`config.mk`:
```
export PLATFORM = sky130hd
export DESIGN_NAME = binary_mul_acc_16
export DESIGN_NICKNAME = d
export VERILOG_FILES = /design/src/rtl/binary_mul_acc_16_pkg.sv /design/src/rtl/binary_acc_reg.sv /design/src/rtl/binary_mul_acc_16.sv
export SDC_FILE = /design/constraint.sdc
export NUM_CORES = 1
export LEC_CHECK = 0
export ABC_CLOCK_PERIOD_IN_PS = 9700
export CORE_ASPECT_RATIO = 0.8
export CORE_UTILIZATION = 54
export DETAILED_ROUTE_END_ITERATION = 8
export GPL_ROUTABILITY_DRIVEN = 0
export PLACE_DENSITY = 0.79
export SYNTH_ARGS = -nofsm -noshare
export SYNTH_HDL_FRONTEND = slang
export SYNTH_HIERARCHICAL = 1
export SYNTH_SLANG_ARGS = --single-unit
```
`constraint.sdc`:
```
create_clock -name clk -period 9.7 [get_ports clk]
set_clock_uncertainty 0.05 [all_clocks]
set_input_delay 2.425 -clock clk [delete_from_list [all_inputs] [get_ports clk]]
set_output_delay 2.425 -clock clk [all_outputs]
set_load 0.005 [all_outputs]
```
`src/rtl/binary_mul_acc_16_pkg.sv`:
```
// Shared definitions for the 16x16 multiplier family: widths and the
// accumulation-stage state encoding.
package binary_mul_acc_16_pkg;

    localparam int unsigned OP_W      = 16;
    localparam int unsigned PROD_W    = 2 * OP_W;
    localparam int unsigned ACC_W_DEF = 40;
    localparam int unsigned CNT_W_DEF = 16;

    typedef enum logic [1:0] {
        ST_IDLE  = 2'd0,
        ST_ACCUM = 2'd1,
        ST_HOLD  = 2'd2
    } acc_state_e;

endpackage

```
`src/rtl/binary_acc_reg.sv`:
```
// One-entry result register: holds a finished group total until popped.
// A load in the same cycle as a pop wins, so back-to-back groups stream.
module binary_acc_reg
    import binary_mul_acc_16_pkg::*;
#(
    parameter int unsigned ACC_W = ACC_W_DEF,
    parameter int unsigned CNT_W = CNT_W_DEF
) (
    input  logic             clk,
    input  logic             rst_n,
    input  logic             i_load,
    input  logic             i_pop,
    input  logic [ACC_W-1:0] i_acc,
    input  logic             i_ovf,
    input  logic [CNT_W-1:0] i_cnt,
    output logic             o_valid,
    output logic [ACC_W-1:0] o_acc,
    output logic             o_ovf,
    output logic [CNT_W-1:0] o_cnt
);

    logic             r_valid;
    logic [ACC_W-1:0] r_acc;
    logic             r_ovf;
    logic [CNT_W-1:0] r_cnt;

    always_ff @(posedge clk) begin
        if (!rst_n) begin
            r_valid <= 1'b0;
            r_acc   <= '0;
            r_ovf   <= 1'b0;
            r_cnt   <= '0;
        end else if (i_load) begin
            r_valid <= 1'b1;
            r_acc   <= i_acc;
            r_ovf   <= i_ovf;
            r_cnt   <= i_cnt;
        end else if (i_pop) begin
            r_valid <= 1'b0;
        end
    end

    assign o_valid = r_valid;
    assign o_acc   = r_acc;
    assign o_ovf   = r_ovf;
    assign o_cnt   = r_cnt;

endmodule

```
`src/rtl/binary_mul_acc_16.sv`:
```
// Accumulation stage behind the 16x16 multiplier: sums product groups into a
// wide accumulator and hands each total to a one-entry valid/ready register.
module binary_mul_acc_16
    import binary_mul_acc_16_pkg::*;
#(
    parameter int unsigned ACC_W = ACC_W_DEF,   // must be >= PROD_W
    parameter int unsigned CNT_W = CNT_W_DEF
) (
    input  logic              clk,
    input  logic              rst_n,
    input  logic              en,
    input  logic              in_valid,
    input  logic              in_last,
    input  logic [PROD_W-1:0] P_in,
    output logic              in_ready,
    output logic              out_valid,
    input  logic              out_ready,
    output logic [ACC_W-1:0]  ACC,
    output logic              ovf,
    output logic [CNT_W-1:0]  count
);

    acc_state_e       r_state;
    logic [ACC_W-1:0] r_acc;
    logic             r_ovf;
    logic [CNT_W-1:0] r_cnt;

    logic             w_hold;
    logic             w_accept;
    logic             w_pop;
    logic [ACC_W:0]   w_sum;
    logic             w_ovf;
    logic [CNT_W-1:0] w_cnt;

    // Backpressure only while a finished total is waiting and not being taken.
    assign w_hold   = (r_state == ST_HOLD);
    assign in_ready = en && (!w_hold || out_ready);
    assign w_accept = in_valid && in_ready;
    assign w_pop    = en && w_hold && out_ready;

    assign w_sum = {1'b0, r_acc} + (ACC_W+1)'(P_in);
    assign w_ovf = r_ovf | w_sum[ACC_W];
    assign w_cnt = (r_cnt == {CNT_W{1'b1}}) ? r_cnt : r_cnt + CNT_W'(1);

    // Closing a group clears the running sum on the same edge the result loads.
    always_ff @(posedge clk) begin
        if (!rst_n) begin
            r_state <= ST_IDLE;
            r_acc   <= '0;
            r_ovf   <= 1'b0;
            r_cnt   <= '0;
        end else if (w_accept) begin
            if (in_last) begin
                r_state <= ST_HOLD;
                r_acc   <= '0;
                r_ovf   <= 1'b0;
                r_cnt   <= '0;
            end else begin
                r_state <= ST_ACCUM;
                r_acc   <= w_sum[ACC_W-1:0];
                r_ovf   <= w_ovf;
                r_cnt   <= w_cnt;
            end
        end else if (w_pop) begin
            r_state <= ST_IDLE;
        end
    end

    binary_acc_reg #(
        .ACC_W (ACC_W),
        .CNT_W (CNT_W)
    ) u_acc_reg (
        .clk     (clk),
        .rst_n   (rst_n),
        .i_load  (w_accept && in_last),
        .i_pop   (w_pop),
        .i_acc   (w_sum[ACC_W-1:0]),
        .i_ovf   (w_ovf),
        .i_cnt   (w_cnt),
        .o_valid (out_valid),
        .o_acc   (ACC),
        .o_ovf   (ovf),
        .o_cnt   (count)
    );

endmodule

```
==> metrics.yaml <==
synth:
  synth_top_family_by_area: "simple AND/OR/NAND/NOR gates"
  synth.avg_cell_area_sq_um: 8.96
  syn_area_sq_mm: 0.00680
  synth_edf_count: 0
  synthCells: 759
  netlist-cell-type-count: 73
  yosysTopAreaCellShare_pct: 34.5
  synth-async-reset-ratio_pct: 0
  synth_xor_area_share_pct: 6.06
  yosys.area_share.simple_pct: 21.8
  synthTopCellsByArea: "dfxtp_1 (34%), mux2i_1 (8.4%), nor2b_1 (7.7%), ha_1 (6.1%), xnor2_1 (4.1%)"
  synth_top_area_cell: "dfxtp_1"
  synth_flop_cell: "dfxtp_1"
  synth_seq_cells: 117
  synth_adder_area_share_pct: 6.37
  synth_compound_area_share_pct: 19.1
  muxShareOfSynthArea_pct: 8.39
  synth_warnings: 6
  ys_seq_area_share_pct: 34.5
  synth_fp_nets: 831
sta:
  setup_violations: 0
  clock.fmax_mhz: 166
  post-route-period-util_pct: 62.2
  rsz0062_at_grt: "no"
  worstMarginPinSlew_ps: 1110
  fin_crit_ps: 6030
  hold_viol_final: 0
  drv_slew: 0
  timing.setup.tns_ps: 0
  slew-limit-headroom_pct: 25.8
clock_network:
  path_clk_slew_ps: 50
  cts_root_buf: "clkbuf_16"
  htreeDepth: 4
  clk_path_buf_depth: 2
  hold_buffers: 0
  clock_sinks: 117
  clk-insertion-delay-late_ps: 420
  cts_tree: "yes"
  numCtsBuffers: 17
  post-cts-setup-buffers: 0
  cts_resized: 0
global_routing:
  grt_pass1_vias: 5690
  grt_overflow: 0
  grt_pass1_wl_mm: 27.3
  grt_max_degree: 102
  antenna_found_initial: 0
  grt_util_all_layers_pct: 26.8
layout:
  drive_gt1_share_pct: 6.70
  antenna_cells: 0
  nets: 911
  fill_cells: 960
  syn2layout_area_growth_pct: 22.6
critical_path:
  critPathMaxStageDelay_ps: 500
  arrival_ps: 3560
  path_cells: "clkdlybuf4s50_1, o21a_1, clkdlybuf4s50_1"
  path_delay_family: "buffers and inverters"
  crit_buf_inv: 2
  crit_path_frequent_cell: "clkdlybuf4s50_1"
  startpoint_type: "primary input"
  critical_path_peak_fanout: 3
  crit_slowest_cell: "clkdlybuf4s50_1"
  worstSetupPathType: "in2out"
  cp-end-kind: "output pin"
  critPathRequiredTime_ps: 7230
pwr:
  p_leak_nw: 3.10
  ir_worst_vdd_mv: 0.123
  p_per_area_mw_per_mm2: 151
  power_mw: 1.26
detailed_routing:
  viasPerCell: 5.82
  drcViolationCount: 0
  drtIter0Drc: 457
  wirelength_mm: 16.8
  drt-wirelength-per-cell_um: 16.5
  drtPass1Iterations: 5
  num_vias: 5953
  antenna_left: 0
placement:
  place.port_buffers: 96
  hpwl_mm: 11.6
die:
  core_sq_mm: 0.0122
  die_x_um: 127
  io-pin-count: 97
  initial_core_util_pct: 55.7
  die-area_sq_mm: 0.0130
  rows: 36
  die_y_um: 102
hold_path:
  hold_path_class: "reg2reg"
flow_run:
  cap_violations: 0
outcome:
  run_status: "finished clean"
cell families (layout without fill, tap and decap cells):
kind of cell,Yosys count,count (layout)
fa+ha+maj,34,34
flops,117,117
xor+xnor,47,47
compound gates,181,181
mux,57,57
buf+inv,49,141
simple gates,274,274
layer usage:
layer / up-vias / global-route usage, % / part of all wire, %
met5: - / 0 / 0
met2: 190 / 43.5 / 46
li1: 2897 / - / -
met3: 32 / 6.81 / 5.8
met1: 2834 / 34.4 / 47
met4: 0 / 10.5 / 1.8
tightest hold or removal path, stage by stage (launching register included):
cell     delay [ps]
dfxtp_1         320
nor2_1           50
nor2_1           70
worst paths after layout:
kind,depth (start not counted),start,slack [ps],end
worst max register to register,12,r_acc[0],6560,u_acc_reg/o_acc[36]
worst max-delay path,3,en,3670,in_ready
worst min register to register,2,r_ovf,420,r_ovf
worst min-delay path,2,r_ovf,420,r_ovf
flip-flops by register name (all words and copies together), names as in the netlist:
signal	count
r_acc	40
r_cnt	16
r_ovf	1
r_state	2
u_acc_reg/o_acc	40
u_acc_reg/o_cnt	16
u_acc_reg/o_ovf	1
u_acc_reg/o_valid	1
Yosys cell counts (9+ instances only):
cell / number
nor3_1: 11
inv_1: 10
a31oi_1: 14
nor2b_1: 84
nand2_1: 60
o21ai_0: 30
xnor2_1: 32
buf_2: 9
ha_1: 33
a21oi_1: 36
clkbuf_1: 21
a22o_1: 14
nand4_1: 14
nor2_1: 48
dfxtp_1: 117
mux2i_1: 57
a21o_1: 12
nand3_1: 17
xor2_1: 15
a22oi_1: 19
metrics by stage:
| step | worst slack [ps] | utilization [%] | instance area (sq um) | cells | hold slack (ps) |
|---|---|---|---|---|---|
| 6_report | 3670 | 68.3 | 8330 | 1022 | 423 |
| 5_1_grt | 3630 | 68.3 | 8330 | 1022 | 448 |
| 4_1_cts | 3670 | 68.3 | 8330 | 1022 | 426 |
| 3_5_place_dp | 3670 | 63.7 | 7780 | 991 | 415 |
| 3_3_place_gp | 3670 | 63.7 | 7780 | 991 | 400 |
| 2_1_floorplan | 4610 | - | 6800 | 759 | 381 |
layout by cell type (no fill, tap or decap), types with 4 or more instances in the layout:
cell,count
clkdlybuf4s50_1,95
xnor2_1,32
nor2_1,48
and2_1,4
nand2_1,60
or2_2,5
clkbuf_16,17
a211oi_1,4
nand3_1,17
a21o_1,12
a22o_1,14
nand2b_1,4
xor2_1,15
inv_1,9
mux2i_1,57
dfxtp_1,117
nor3_1,11
nand4_1,14
and4_1,5
a21oi_1,36
buf_4,4
or3_1,5
a32o_1,4
ha_1,33
o31ai_1,6
nor2b_1,84
a22oi_1,19
o21a_1,6
o21ai_0,30
a31oi_1,14
area by class of cell:
class                   instances  area [sq um]  area share (%)
well taps                     171           214            2.57
inverters                      10          37.5           0.450
clock buffers                  23           478            5.73
clock inverters                 8          76.3           0.916
repair buffers                100           986            11.8
multi-input cells             593          4200            50.4
flip-flops and latches        117          2340            28.1
report_power, final:
| group | total (mW) | leakage (nW) | internal, mW | switching, mW |
|---|---|---|---|---|
| Sequential | 0.500 | 0.947 | 0.493 | 0.00691 |
| Combinational | 0.168 | 1.89 | 0.0761 | 0.0921 |
| Clock | 0.589 | 0.265 | 0.369 | 0.220 |
(Power assumes the default switching activity.)
